File: src/rtl/tx_reply_arbiter.sv
// Shares one TX byte path among N reply engines; round-robin, or fixed priority with TX_ARB_FIXED_PRIO_EN.
// Latency: strobe 1 cycle after the grant decision, tx_valid DATA_LAT+1 cycles after the first strobe.
// Backpressure: none downstream; requests are latched in pend and served one frame at a time.
module tx_reply_arbiter #(
  parameter int N_CLIENT = 4,
  parameter int LEN_W    = 11,
  parameter int DATA_LAT = 2,
  parameter int IFG      = 12
) (
  input  logic                      clk,
  input  logic                      rst_n,
  input  logic [N_CLIENT-1:0]       req,
  input  logic [N_CLIENT*LEN_W-1:0] len_i,
  input  logic [N_CLIENT*8-1:0]     data_i,
  output logic [N_CLIENT-1:0]       strobe_o,
  output logic [7:0]                tx_data,
  output logic                      tx_valid,
  output logic                      busy,
  output logic [2:0]                grant_idx
);

  typedef enum logic [1:0] {IDLE, GRANT, DRAIN, GAP} state_t;

  state_t              state, state_nxt;
  logic [LEN_W-1:0]    cnt, cnt_nxt;
  logic [2:0]          gidx_nxt;
  logic [2:0]          winner;
  logic [LEN_W-1:0]    win_len;
  logic [7:0]          sel_dat;
  logic [N_CLIENT-1:0] pend, pend_clr;
  logic [DATA_LAT-1:0] stb_pipe;

`ifndef TX_ARB_FIXED_PRIO_EN
  logic [2:0]          rr, rr_nxt;
`endif

  // Lowest pending index wins; in round-robin mode the lowest index above rr overrides it.
  always_comb begin
    winner = '0;
    for (int i = N_CLIENT - 1; i >= 0; i--) begin
      if (pend[i]) winner = 3'(i);
    end
`ifndef TX_ARB_FIXED_PRIO_EN
    for (int i = N_CLIENT - 1; i >= 0; i--) begin
      if (pend[i] && (3'(i) > rr)) winner = 3'(i);
    end
`endif
  end

  always_comb begin
    win_len = '0;
    sel_dat = '0;
    for (int i = 0; i < N_CLIENT; i++) begin
      if (winner == 3'(i))    win_len = len_i[i*LEN_W +: LEN_W];
      if (grant_idx == 3'(i)) sel_dat = data_i[i*8 +: 8];
    end
  end

  always_comb begin
    state_nxt = state;
    cnt_nxt   = cnt;
    gidx_nxt  = grant_idx;
    pend_clr  = '0;
    strobe_o  = '0;
`ifndef TX_ARB_FIXED_PRIO_EN
    rr_nxt    = rr;
`endif
    case (state)
      IDLE: begin
        if (|pend) begin
          gidx_nxt = winner;
`ifndef TX_ARB_FIXED_PRIO_EN
          rr_nxt   = winner;
`endif
          pend_clr = N_CLIENT'(1) << winner;
          cnt_nxt  = win_len;
          // A zero-length reply is consumed without a strobe or a gap.
          if (win_len != '0) state_nxt = GRANT;
        end
      end
      GRANT: begin
        strobe_o = N_CLIENT'(1) << grant_idx;
        cnt_nxt  = cnt - LEN_W'(1);
        if (cnt == LEN_W'(1)) begin
          state_nxt = DRAIN;
          cnt_nxt   = LEN_W'(DATA_LAT);
        end
      end
      DRAIN: begin
        cnt_nxt = cnt - LEN_W'(1);
        if (cnt == '0) begin
          state_nxt = GAP;
          cnt_nxt   = LEN_W'(IFG - 1);
        end
      end
      default: begin
        cnt_nxt = cnt - LEN_W'(1);
        if (cnt == '0) state_nxt = IDLE;
      end
    endcase
  end

  assign busy = (state != IDLE);

  always_ff @(posedge clk or negedge rst_n) begin
    if (!rst_n) begin
      state     <= IDLE;
      cnt       <= '0;
      grant_idx <= '0;
      pend      <= '0;
      stb_pipe  <= '0;
      tx_valid  <= 1'b0;
      tx_data   <= '0;
`ifndef TX_ARB_FIXED_PRIO_EN
      rr        <= 3'(N_CLIENT - 1);
`endif
    end else begin
      state     <= state_nxt;
      cnt       <= cnt_nxt;
      grant_idx <= gidx_nxt;
      // A request in its own grant cycle re-arms pend for the next round.
      pend      <= (pend & ~pend_clr) | req;
      stb_pipe[0] <= |strobe_o;
      for (int i = 1; i < DATA_LAT; i++) stb_pipe[i] <= stb_pipe[i-1];
      tx_valid  <= stb_pipe[DATA_LAT-1];
      tx_data   <= stb_pipe[DATA_LAT-1] ? sel_dat : 8'h00;
`ifndef TX_ARB_FIXED_PRIO_EN
      rr        <= rr_nxt;
`endif
    end
  end

endmodule
File: config.mk
export PLATFORM = sky130hd
export DESIGN_NAME = tx_reply_arbiter
export DESIGN_NICKNAME = d
export VERILOG_FILES = /design/src/rtl/tx_reply_arbiter.sv
export SDC_FILE = /design/constraint.sdc
export NUM_CORES = 1
export LEC_CHECK = 0
export ABC_AREA = 1
export CAP_MARGIN = 30
export CORE_UTILIZATION = 65
export DETAILED_ROUTE_END_ITERATION = 10
export DONT_BUFFER_PORTS = 1
export PLACE_DENSITY = 0.91
export SLEW_MARGIN = 0
export SYNTH_ARGS = -nofsm -noshare
export SYNTH_HDL_FRONTEND = slang
export SYNTH_SLANG_ARGS = --single-unit
File: constraint.sdc
create_clock -name clk -period 3.1 [get_ports clk]
set_clock_uncertainty 0.2 [all_clocks]
set_input_delay 0.465 -clock clk [delete_from_list [all_inputs] [get_ports clk]]
set_output_delay 0.465 -clock clk [all_outputs]
set_load 0.01 [all_outputs]
======== Word level (Yosys, flattened, before mapping) ========
Cells that the tools add are included.
W data, S select, Z words.
storage, ports and cells
  register bits ........................... 34
  bits in latches ......................... 0
  RAM bits ................................ 0
  memory bits (read-only) ................. 0
  input port bits ......................... 82
  output and inout bits ................... 17
  word-level logic and storage cells ...... 76
  memories ................................ 0
cells by class
  $add $sub $neg .......................... 1
  multipliers ............................. 0
  divide/modulo/power cells ............... 0
  $lt $le $gt $ge ......................... 4
  equal/unequal tests ..................... 13
  shifts and indexed selects .............. 2
  mux-type cells .......................... 30
  bitwise logic cells ..................... 3
  reduce and logical (&&, ||, !) cells .... 15
operators with widths
  operator                 number
  $mux W11                 7
  $mux W8                  5
  $pmux W11 S3             1
  $mux W3                  6
  $mux W2                  7
  $eq A3 B2 Y1 const B     4
  $mux W4                  3
  $eq A11 B1 Y1 const B    1
  $logic_not A11 Y1        1
  $reduce_bool A11 Y1      1
  $sub A11 B1 Y11 const B  1
  $ne A2 B2 Y1 const B     4
  $reduce_or A4 Y1         2
  $shl A1 B3 Y4 const A    2
  $eq A3 B1 Y1 const B     2
  $gt A1 B3 Y1 const A     2
  $gt A2 B3 Y1 const A     2
  $logic_not A3 Y1         2
  $pmux W2 S3              1
  $reduce_and A5 Y1        1
  $and A4 B4 Y4            1
  $logic_and A1 B1 Y1      4
  $not A4 Y4               1
  $or A4 B4 Y4             1
  other kinds (6)          6

======== Depth between registers and ports, before layout ========
Gate-level depths: netlist (run 1).
  depth in word-level cells ............... 17
  depth in mapped cells ................... 17
  gate-level depth less buffers ........... 16

======== Worst setup path before layout (run 1) ========
OpenSTA, ideal clock, no wires.
  path type ............................... reg2reg
  start ................................... register rr[0]
  end ..................................... register state[1]
  setup time .............................. 0.117 ns
  data arrival time ....................... 1.698 ns
  data required time ...................... 2.783 ns
  path slack .............................. 1.085 ns
  cell stages (with the launch flop) ...... 14
  path buffers ............................ 1
  period minus slack after synthesis ...... 2.015 ns
  cell sequence ........................... dfstp_2 -> inv_1 -> nand3_1 -> buf_2 -> a21boi_1 -> o21ai_0 -> nand2_1 -> nand2_1 -> nand3_1 -> nor2_1 -> nand3_1 -> nand2_1 -> nand2_1 -> nand2_1
between the ends
  word-level cells in the longest chain between the ends .. 14
  elaborated cells between the ends (all ways) .. 23
  those cells by class .................... 4 x order compare; 4 x eq/ne; 8 x mux; 7 x reduce/logical
RTL lines
  what                             RTL line  source
  start: declaration               34        logic [2:0] rr, rr_nxt;
  start signal: assignment         115       rr <= 3'(N_CLIENT - 1);
  start signal: assignment         128       rr <= rr_nxt;
  $gt A2 B3 Y1                     45        if (pend[i] && (3'(i) > rr)) winner = 3'(i);
  $logic_and A1 B1 Y1              45
  $mux W3 (3 in series)            45
  $mux W3 (*)                      45
  $logic_not A3 Y1                 54        if (winner == 3'(i)) win_len = len_i[i*LEN_W +: LEN_W];
  $mux W11 (3 in series)           54
  $mux W11 (*)                     54
  $reduce_bool A11 Y1 (*)          78        if (win_len != '0) state_nxt = GRANT;
  $ne A2 B2 Y1 (no line) (*)       n/a
  $reduce_and A5 Y1 (no line) (*)  n/a
  end signal: assignment           118       state <= state_nxt;
  end: declaration                 24        state_t state, state_nxt;
Every way passes the cells marked *; elsewhere a longest branch is shown, timed or not.
A chain may end at the register's enable or synchronous reset.

======== Worst setup path after layout (run 1) ========
Same ends and word-level chain as after synthesis.

==> out/qor.log, run 1 <==
INFO  logic_synthesis postSynthCellCount=336
INFO  clock_network  cts_buffer_count=5
INFO  critical_path  timing.critical_path.arrival=2.64ns
INFO  die            placement_rows=21
INFO  critical_path  slowest_stage=dfstp_2
INFO  logic_synthesis synth.yosys.seq_area_share=0.343
INFO  routing        detail_route.iter0.violations=126
INFO  routing        detail-route-antenna-nets=0
INFO  place          place.detailed.hpwl=4430um
INFO  critical_path  path_common_cell=nand2_1
INFO  timing         rsz0062_at_grt=no
INFO  logic_synthesis yosysUniqueCellTypes=35
INFO  cells_and_area multi_input_area=1310um2
INFO  cells_and_area layout_common_cells=52 x nor2_1, 49 x nand2_1, 40 x inv_1, 37 x nand3_1, 30 x dfrtp_1
INFO  status         outcome=complete, no violations
INFO  clock_network  clock-sinks=32
INFO  clock_network  clk_pin_slew=0.09ns
INFO  timing         timing_max_transition_violations_final=0
INFO  pwr            worst_vdd_rail_ir_drop=746uV
INFO  die            fp.dieW=62.0um
INFO  routing        routed_wirelength=5590um
INFO  pwr            report.power.total=3.05mW
INFO  routing        detail_route.first_pass.iterations=5
INFO  die            floorplan.initialDensity=0.691
INFO  timing         final.period_utilization=0.823
INFO  cells_and_area post_route_cells_drive_above_1_share=0.0590
INFO  die            core-area=3390um2
INFO  timing         setup_viol=0
INFO  logic_synthesis syn-cell-area=2340um2
INFO  cells_and_area instances_no_fill=385
INFO  logic_synthesis syn_avg_cell_area=6.97um2
INFO  timing         finalCriticalPeriod=2.55ns
INFO  clock_network  clk-insertion-delay-late=0.35ns
INFO  place          port-buffer-count=0
INFO  pwr            power.density_cell_area=1230nW/um2
INFO  global_routing wire_length_of_the_first_global_routing_pass=8970um
INFO  logic_synthesis synth_warnings=0
INFO  routing        post-route-drc-count=0
INFO  cells_and_area n_antenna_cell=0
INFO  cells_and_area layout.core_utilization=0.732
INFO  cells_and_area nNetsFinal=427
INFO  cells_and_area final.fill_count=268
INFO  timing         hold_viol=0
INFO  clock_network  cts_htree_levels=2
INFO  timing         maxClockFrequency=392MHz
INFO  cells_and_area flow.area_growth_from_synthesis=5.93%
INFO  clock_network  cts_tree=built
INFO  routing        viasPerCell=5.99
INFO  logic_synthesis synth.net_count=425
INFO  routing        vias=2308
INFO  die            floorplan.io_pins=99
INFO  min_path       class_of_the_worst_hold_path=primary input to register
INFO  critical_path  critical_path_source_type=register
INFO  clock_network  cts_repair_resize_count=0
INFO  die            dieHeight=62.0um
INFO  logic_synthesis yosys_register_bits=32
INFO  pwr            power.static_leakage=1.27nW
INFO  place          placedCellCount=375
INFO  global_routing grt_pass1_vias=2061
INFO  critical_path  crit_path_max_incr_delay=0.55ns
INFO  clock_network  clockBufferDepth=2
INFO  critical_path  setup.worst_path.class=register to register
INFO  global_routing globalRoute.totalOverflow=0
INFO  critical_path  worst_setup_path_end_kind=register
INFO  place          dp_slack=0.589ns
INFO  global_routing grt_max_degree=33
INFO  cells_and_area final-seq-area=803um2
INFO  routing        routed_wire_length_per_instance=14.5um
INFO  critical_path  worst_path_max_fanout=21
INFO  timing         final.setup.worst_slack=0.548ns
INFO  cells_and_area layout_commonest_cell=nor2_1
INFO  clock_network  clock_tree.root_cell=clkbuf_4
INFO  place          place.gp.congestion=0.905
INFO  global_routing grt_antenna_before_repair=0
INFO  critical_path  crit_chain=nand2_1, nand2_1, nand2_1, nand2_2, nand2_1, nand3_1, nand3_1, nor2_1, nand2_1, nor2_1, nand3_1, nand2_1, nand2_1, nand2_1
INFO  die            die_area=3850um2
INFO  global_routing grtUsageTotal=0.321
INFO  timing         fin_setup_tns=0ns
INFO  flow_run       max_cap_viol_count=0
INFO  critical_path  critical_path_required=3.18ns
## area by class of cell
| class | count | area share |
|---|---|---|
| multi-input cells | 250 | 0.528 |
| inverters | 45 | 0.0681 |
| clock inverters | 1 | 0.0121 |
| clock buffers | 7 | 0.0262 |
| well taps | 46 | 0.0232 |
| repair buffers | 4 | 0.0182 |
| flip-flops and latches | 32 | 0.324 |
## worst paths after layout
check                            start     endpoint  slack [ns]  cells past startpoint
hold / removal                  req[1]      pend[1]        0.03                      2
max in group asynchronous        rst_n        rr[1]        2.11                      2
min in group asynchronous        rst_n       cnt[0]        0.34                      2
setup / recovery                 rr[0]     state[1]        0.55                     14
hold reg to reg            stb_pipe[0]  stb_pipe[1]        0.15                      0
setup reg to reg                 rr[0]     state[1]        0.55                     14
## repair_timing
item                                   CTS  global route
hold buffers                             2             0
endpoints found under the hold margin   32             0
buffers inserted                         0             0
## per-stage QoR
stage	hold WS, ns	area [um2]
after floorplan	-0.0306	2340
after global routing	0.0199	2480
after CTS	0.0296	2480
after global placement	-0.0301	2360
final	0.0250	2480
after detailed placement	-0.0299	2360
## synth_stat cells (all sizes together)
library cell	instances	area, um2
conb	1	3.75
o21ai	22	110
dfstp	2	52.6
nand4	18	113
a21oi	21	105
o21a	1	7.51
nand2	51	196
inv	42	158
a311oi	1	8.76
a221oi	1	8.76
dfrtp	30	751
o221ai	1	8.76
a22oi	6	45.0
clkinv	3	11.3
o211a	1	10.0
nor3	6	30.0
buf	9	58.8
a221o	3	30.0
o31ai	1	7.51
or2	2	12.5
o22ai	1	6.26
o211ai	2	15.0
nand3	38	195
xor2	9	78.8
a21boi	1	7.51
o21bai	3	22.5
nor4	1	6.26
ha	7	87.6
nor2	52	195
## cells by family (layout without fill, tap and decap cells)
kind of cell / after synthesis / after routing / synth area share
buf+inv: 54 / 57 / 0.0972
flops: 32 / 32 / 0.343
other cells: 1 / 1 / 0.00160
compound gates: 65 / 65 / 0.168
fa+ha+maj: 7 / 7 / 0.0374
simple gates: 168 / 168 / 0.319
xor+xnor: 9 / 9 / 0.0337
## critical path: cells and delay by family (launching register included)
family,cells,cell delay [ns]
flops,1,0.55
simple gates,14,1.73
## flip-flops by register name, indices dropped and copies added, names as in the netlist
signal and cells:
cnt 11, rr 2, tx_valid 1, pend 4, stb_pipe 2, grant_idx 2
state 2, tx_data 8
## where the power goes
part,total [mW],internal (mW),switching (mW),leakage [nW]
clock network,0.359,0.214,0.145,0.0515
registers,0.805,0.621,0.183,0.391
logic,1.88,0.630,1.25,0.824
total,3.05,1.47,1.58,1.27
## per-layer routing
layer,track usage,routed length (um),up-vias
met3,0.0766,348,11
met4,0.114,94,0
li1,-,-,1137
met2,0.506,2690,92
met1,0.431,2460,1068
met5,0,0,-
Power figures use the tool's default switching activity.
==> run 2: changes to the inputs <==
Settings changed: CORE_UTILIZATION 65 to 64, PLACE_DENSITY 0.91 to 0.9.
Clock period 3.1 ns to 2.6 ns, I/O delays scaled along.
==> out/qor.log, run 2 (same netlist as run 1, synthesis figures left out) <==
INFO  critical_path  worst_path_max_fanout=10 [was 21]
INFO  critical_path  worst_r2r_startpoint=pend[1] [was rr[0]]
INFO  timing         maxClockFrequency=422MHz [was 392 MHz]
INFO  clock_network  cts_htree_levels=2 [unchanged]
INFO  place          place.detailed.hpwl=4430um [about the same]
INFO  timing         rsz0062_at_grt=no [unchanged]
INFO  critical_path  timing.critical_path.arrival=2.44ns [was 2.64 ns]
INFO  die            die_area=3910um2 [was 3850 um2]
INFO  status         outcome=complete, no violations [unchanged]
INFO  routing        routed_wirelength=5710um [was 5590 um]
INFO  critical_path  critical_path_required=2.67ns [was 3.18 ns]
INFO  min_path       class_of_the_worst_hold_path=primary input to register [unchanged]
INFO  global_routing grtUsageTotal=0.311 [was 0.321]
INFO  die            floorplan.initialDensity=0.686 [was 0.691]
INFO  die            fp.dieW=62.5um [was 62.0 um]
INFO  clock_network  clock-sinks=32 [unchanged]
INFO  clock_network  cts_tree=built [unchanged]
INFO  die            core-area=3420um2 [was 3390 um2]
INFO  routing        detail_route.first_pass.iterations=4 [was 5]
INFO  cells_and_area flow.area_growth_from_synthesis=8.33% [was 5.93%]
INFO  cells_and_area layout_top_registers=cnt: 11 flops, tx_data: 8 flops, pend: 4 flops [unchanged]
INFO  cells_and_area layout_commonest_cell=nor2_1 [unchanged]
INFO  routing        routed_wire_length_per_instance=14.5um [about the same]
INFO  routing        detail_route.iter0.violations=187 [was 126]
INFO  cells_and_area largest_reg_flops=11 [unchanged]
INFO  routing        detail-route-antenna-nets=0 [unchanged]
INFO  pwr            power.static_leakage=1.29nW [was 1.27 nW]
INFO  routing        post-route-drc-count=0 [unchanged]
INFO  critical_path  worst-r2r-cell-count=14 [unchanged]
INFO  cells_and_area n_antenna_cell=0 [unchanged]
INFO  die            dieHeight=62.5um [was 62.0 um]
INFO  cells_and_area final-seq-area=803um2 [unchanged]
INFO  routing        viasPerCell=5.88 [was 5.99]
INFO  clock_network  clock_tree.root_cell=clkbuf_4 [unchanged]
INFO  cells_and_area multi_input_area=1320um2 [was 1310 um2]
INFO  cells_and_area layout_common_cells=52 x nor2_1, 48 x nand2_1, 40 x inv_1, 37 x nand3_1, 30 x dfrtp_1 [was 52 x nor2_1, 49 x nand2_1, 40 x inv_1, 37 x nand3_1, 30 x dfrtp_1]
INFO  cells_and_area finish.instance_area=2540um2 [was 2480 um2]
INFO  clock_network  cts_buffer_count=5 [unchanged]
INFO  pwr            power.density_cell_area=1410nW/um2 [was 1230 nW/um2]
INFO  clock_network  clk-insertion-delay-late=0.33ns [was 0.35 ns]
INFO  critical_path  worst_setup_path_startpoint=pend[1] [was rr[0]]
INFO  timing         fin_setup_tns=0ns [unchanged]
INFO  place          port-buffer-count=0 [unchanged]
INFO  cells_and_area final.fill_count=290 [was 268]
INFO  global_routing grt_pass1_vias=2147 [was 2061]
INFO  global_routing wire_length_of_the_first_global_routing_pass=9610um [was 8970 um]
INFO  critical_path  setup.worst_path.class=register to register [unchanged]
INFO  pwr            worst_vdd_rail_ir_drop=978uV [was 746 uV]
INFO  timing         final.period_utilization=0.910 [was 0.823]
INFO  clock_network  clockBufferDepth=2 [unchanged]
INFO  timing         final.setup.worst_slack=0.233ns [was 0.548 ns]
INFO  critical_path  critical_path_source_type=register [unchanged]
INFO  min_path       hold-path-cell-count=2 [unchanged]
INFO  cells_and_area post_route_cells_drive_above_1_share=0.0603 [was 0.0590]
INFO  die            floorplan.io_pins=99 [unchanged]
INFO  critical_path  worst_setup_path_end_kind=register [unchanged]
INFO  global_routing grt_antenna_before_repair=0 [unchanged]
INFO  timing         setup_viol=0 [unchanged]
INFO  cells_and_area largest_register=cnt [unchanged]
INFO  timing         hold_viol=0 [unchanged]
INFO  clock_network  clk_pin_slew=0.10ns [was 0.09 ns]
INFO  global_routing grt_max_degree=33 [unchanged]
INFO  routing        vias=2317 [was 2308]
INFO  timing         finalCriticalPeriod=2.37ns [was 2.55 ns]
INFO  place          placedInstanceArea=2370um2 [was 2360 um2]
INFO  place          dp_slack=0.273ns [was 0.589 ns]
INFO  global_routing globalRoute.totalOverflow=0 [unchanged]
INFO  cells_and_area nNetsFinal=436 [was 427]
INFO  timing         timing_max_transition_violations_final=0 [unchanged]
INFO  die            placement_rows=21 [unchanged]
INFO  clock_network  cts_setup_buffers=0 [unchanged]
INFO  flow_run       max_cap_viol_count=0 [unchanged]
INFO  place          place.gp.congestion=0.901 [was 0.905]
INFO  pwr            report.power.total=3.57mW [was 3.05 mW]
INFO  min_path       start_point_of_the_worst_min_delay_path=data_i[29] [was req[1]]
[run 2: cell type report]
cell class | instances | area share
clock buffer | 8 | 0.0232
tap | 46 | 0.0227
multi-input combinational | 250 | 0.520
timing repair buffer | 13 | 0.0513
inverter | 45 | 0.0666
sequential | 32 | 0.317
[run 2: path summary, 6_finish.rpt]
check                           slack (ns)           to
max in group asynchronous             1.66        rr[1]
min in group asynchronous             0.31       cnt[1]
worst min register to register        0.16  stb_pipe[1]
worst min-delay path                  0.02   tx_data[5]
worst max register to register        0.23     state[0]
worst max-delay path                  0.23     state[0]
[run 2: per-layer routing]
| metal | vias up | wire length, um | global-route usage |
|---|---|---|---|
| met3 | 7 | 439 | 0.0949 |
| met5 | - | 0 | 0 |
| li1 | 1159 | - | - |
| met2 | 95 | 2810 | 0.534 |
| met1 | 1056 | 2390 | 0.374 |
| met4 | 0 | 80 | 0.0843 |
[run 2: stage by stage]
step / utilization / instances / hold WS (ns)
floorplan: - / 336 / -0.106
global placement: 0.694 / 377 / -0.105
detailed placement: 0.694 / 377 / -0.105
CTS: 0.738 / 393 / 0.00740
global route: 0.743 / 394 / 0.00212
finish: 0.743 / 394 / 0.0198
[run 2: power breakdown]
part | switching, mW | internal [mW]
Clock | 0.161 | 0.133
Sequential | 0.214 | 0.741
Combinational | 1.53 | 0.796
Total | 1.90 | 1.67
[run 2: timing repair]
| item | 4_1_cts | 5_1_grt |
|---|---|---|
| endpoints found under the hold margin | 38 | 1 |
| gates resized for setup | 0 | 2 |
| setup endpoints to repair | 0 | 2 |
| hold buffers | 8 | 1 |
[run 2: critical path, cell delays in order (launching register included)]
cell and delay [ns]:
dfrtp_1 0.46, nor2_1 0.11, nand2_1 0.07, nand3_2 0.12, buf_4 0.19, clkinv_1 0.23, nand4_1 0.18, nand3_1 0.13
nor2_1 0.12, nand2_1 0.06, nor2_1 0.10, nand3_1 0.13, nand2_1 0.11, nand2_1 0.06, nand2_1 0.05
==> run 3: changes to the inputs <==
Settings changed: CORE_ASPECT_RATIO set to 0.75, CORE_MARGIN set to 10.
==> out/qor.log, run 3 (same netlist as run 1, synthesis figures left out) <==
INFO  status         outcome=complete, no violations [unchanged]
INFO  place          place.gp.congestion=0.900 [was 0.901]
INFO  place          place.detailed.hpwl=5300um [was 4430 um]
INFO  critical_path  worst_r2r_startpoint=rr[0] [was pend[1]]
INFO  flow_run       max_cap_viol_count=0 [unchanged]
INFO  clock_network  clock-sinks=32 [unchanged]
INFO  routing        detail_route.first_pass.iterations=4 [unchanged]
INFO  critical_path  worst_path_max_fanout=20 [was 10]
INFO  global_routing wire_length_of_the_first_global_routing_pass=11100um [was 9610 um]
INFO  timing         final.period_utilization=0.892 [was 0.910]
INFO  timing         setup_viol=0 [unchanged]
INFO  critical_path  timing.critical_path.arrival=2.35ns [was 2.44 ns]
INFO  timing         finalCriticalPeriod=2.32ns [was 2.37 ns]
INFO  die            placement_rows=18 [was 21]
INFO  min_path       start_point_of_the_worst_min_delay_path=req[2] [was data_i[29]]
INFO  global_routing globalRoute.totalOverflow=0 [unchanged]
INFO  min_path       class_of_the_worst_hold_path=primary input to register [unchanged]
INFO  clock_network  clock_tree.root_cell=clkbuf_8 [was clkbuf_4]
INFO  timing         fin_setup_tns=0ns [unchanged]
INFO  die            floorplan.io_pins=99 [unchanged]
INFO  routing        post-route-drc-count=0 [unchanged]
INFO  pwr            power.static_leakage=1.28nW [was 1.29 nW]
INFO  cells_and_area layout_top_registers=cnt: 11 flops, tx_data: 8 flops, pend: 4 flops [unchanged]
INFO  pwr            net-switching-power=1.98mW [was 1.90 mW]
INFO  critical_path  setup.reg_to_reg.worst_slack=0.28ns [was 0.23 ns]
INFO  min_path       hold-path-cell-count=1 [was 2]
INFO  routing        vias=2340 [was 2317]
INFO  critical_path  critical_path_source_type=register [unchanged]
INFO  die            floorplan.initialDensity=0.689 [was 0.686]
INFO  pwr            worst_vdd_rail_ir_drop=927uV [was 978 uV]
INFO  cells_and_area layout_commonest_cell=nor2_1 [unchanged]
INFO  timing         final.setup.worst_slack=0.282ns [was 0.233 ns]
INFO  global_routing grt_pass1_vias=2271 [was 2147]
INFO  cells_and_area n_antenna_cell=0 [unchanged]
INFO  routing        viasPerCell=5.97 [was 5.88]
INFO  global_routing grtUsageTotal=0.206 [was 0.311]
INFO  die            fp.dieW=89.9um [was 62.5 um]
INFO  global_routing grt_antenna_before_repair=0 [unchanged]
INFO  pwr            comb_power_share=0.618 [was 0.650]
INFO  routing        detail-route-antenna-nets=0 [unchanged]
INFO  routing        detail_route.iter0.violations=189 [was 187]
INFO  clock_network  cts_tree=built [unchanged]
INFO  die            core-area=3400um2 [was 3420 um2]
INFO  die            dieHeight=72.4um [was 62.5 um]
INFO  clock_network  clockBufferDepth=2 [unchanged]
INFO  global_routing grt_max_degree=33 [unchanged]
INFO  cells_and_area nNetsFinal=430 [was 436]
INFO  routing        routed_wirelength=6680um [was 5710 um]
INFO  min_path       whs_endpoint=pend[2] [was tx_data[5]]
INFO  timing         hold_viol=0 [unchanged]
INFO  cells_and_area largest_register=cnt [unchanged]
INFO  clock_network  clk-insertion-delay-late=0.30ns [was 0.33 ns]
INFO  cells_and_area layout_common_cells=52 x nor2_1, 49 x nand2_1, 40 x inv_1, 37 x nand3_1, 30 x dfrtp_1 [was 52 x nor2_1, 48 x nand2_1, 40 x inv_1, 37 x nand3_1, 30 x dfrtp_1]
INFO  pwr            power.density_cell_area=1500nW/um2 [was 1410 nW/um2]
INFO  cells_and_area flow.area_growth_from_synthesis=8.44% [was 8.33%]
INFO  cells_and_area layout.core_utilization=0.747 [was 0.743]
INFO  timing         rsz0062_at_grt=no [unchanged]
INFO  timing         fin_worst_hold_slack=0.00261ns [was 0.0198 ns]
INFO  critical_path  worst-r2r-cell-count=15 [was 14]
INFO  cells_and_area post_route_cells_drive_above_1_share=0.0673 [was 0.0603]
INFO  place          port-buffer-count=0 [unchanged]
INFO  clock_network  cts_htree_levels=2 [unchanged]
INFO  critical_path  worst_setup_path_end_kind=register [unchanged]
INFO  pwr            clockPowerShare=0.130 [was 0.082]
INFO  timing         timing_max_transition_violations_final=0 [unchanged]
INFO  pwr            power.switching_fraction=0.521 [was 0.532]
INFO  pwr            p_seq_frac=0.252 [was 0.267]
INFO  clock_network  cts_buffer_count=5 [unchanged]
INFO  die            die_area=6500um2 [was 3910 um2]
INFO  cells_and_area largest_reg_flops=11 [unchanged]
INFO  clock_network  clk_pin_slew=0.07ns [was 0.10 ns]
INFO  critical_path  critical_path_required=2.63ns [was 2.67 ns]
INFO  place          dp_slack=0.335ns [was 0.273 ns]
INFO  critical_path  setup.worst_path.class=register to register [unchanged]
INFO  pwr            power.internal=1.82mW [was 1.67 mW]
INFO  critical_path  endpoint_of_the_worst_slack_reg_to_reg_timing_path=state[1] [was state[0]]
INFO  routing        routed_wire_length_per_instance=17.0um [was 14.5 um]
INFO  timing         maxClockFrequency=431MHz [was 422 MHz]
[run 3: changes by cell type in the layout (fill, tap and decap cells not counted), sizes merged]
cell,before,now
clkbuf,8,5
bufinv,0,1
clkinv,3,2
inv,42,43
dlygate4sd3,8,2
clkinvlp,0,2
[run 3: critical path, stage by stage, from the launching register on]
cell     delay [ns]
dfstp_2        0.53
nand2_1        0.05
nand2_1        0.09
nand2_1        0.12
nand2_2        0.10
buf_4          0.22
nor2_1         0.10
inv_2          0.15
nor2_1         0.06
nor2_1         0.14
nand2_1        0.07
nor2_1         0.08
nand3_1        0.12
nand2_1        0.10
nand2_1        0.06
nand2_1        0.06
[run 3: stage by stage]
step | instance area [um2] | power (mW) | instances
6_report | 2540 | 3.80 | 392
5_1_grt | 2540 | 4.19 | 392
4_1_cts | 2530 | 3.75 | 392
3_5_place_dp | 2380 | 3.21 | 381
3_3_place_gp | 2380 | 3.14 | 381
2_1_floorplan | 2340 | 2.78 | 336
[run 3: routing by layer]
layer	part of all wire	track usage	routed length, um	up-vias
li1	-	-	-	1141
met1	0.40	0.247	2700	1073
met2	0.46	0.325	3100	115
met3	0.12	0.0904	772	11
met4	0.016	0.0704	104	0
met5	0	0	0	-
[run 3: cell type report]
cell class,count,area (um2)
Sequential cell,32,803
Clock inverter,3,46.3
Clock buffer,5,68.8
Inverter,45,173
Fill cell,270,861
Timing Repair Buffer,7,70.1
Tap cell,50,62.6
Multi-Input combinational cell,250,1320
[run 3: power groups by stage]
stage	combinational (mW)	sequential (mW)	clock, mW
global placement	2.18	0.959	0
global route	2.68	0.998	0.520
detailed placement	2.24	0.971	0
CTS	2.29	0.962	0.495
floorplan	1.87	0.915	0
finish	2.35	0.958	0.493
[run 3: what timing repair did]
| action | 4_1_cts | 5_1_grt |
|---|---|---|
| resized for setup | 0 | 2 |
| hold buffers | 3 | 0 |
| buffers inserted | 0 | 0 |
| hold endpoints to repair | 33 | 0 |
| endpoints found under the setup margin | 0 | 1 |
[run 3: worst max-delay path by stage]
stage	startpoint	to	slack [ns]	cells after the start
after floorplan	rr[0]	state[1]	0.58	13
after global placement	rr[1]	state[0]	0.43	14
after detailed placement	rr[1]	state[0]	0.34	14
after CTS	rr[1]	state[1]	0.26	14
after global routing	pend[2]	state[1]	0.02	17
final	rr[0]	state[1]	0.28	15
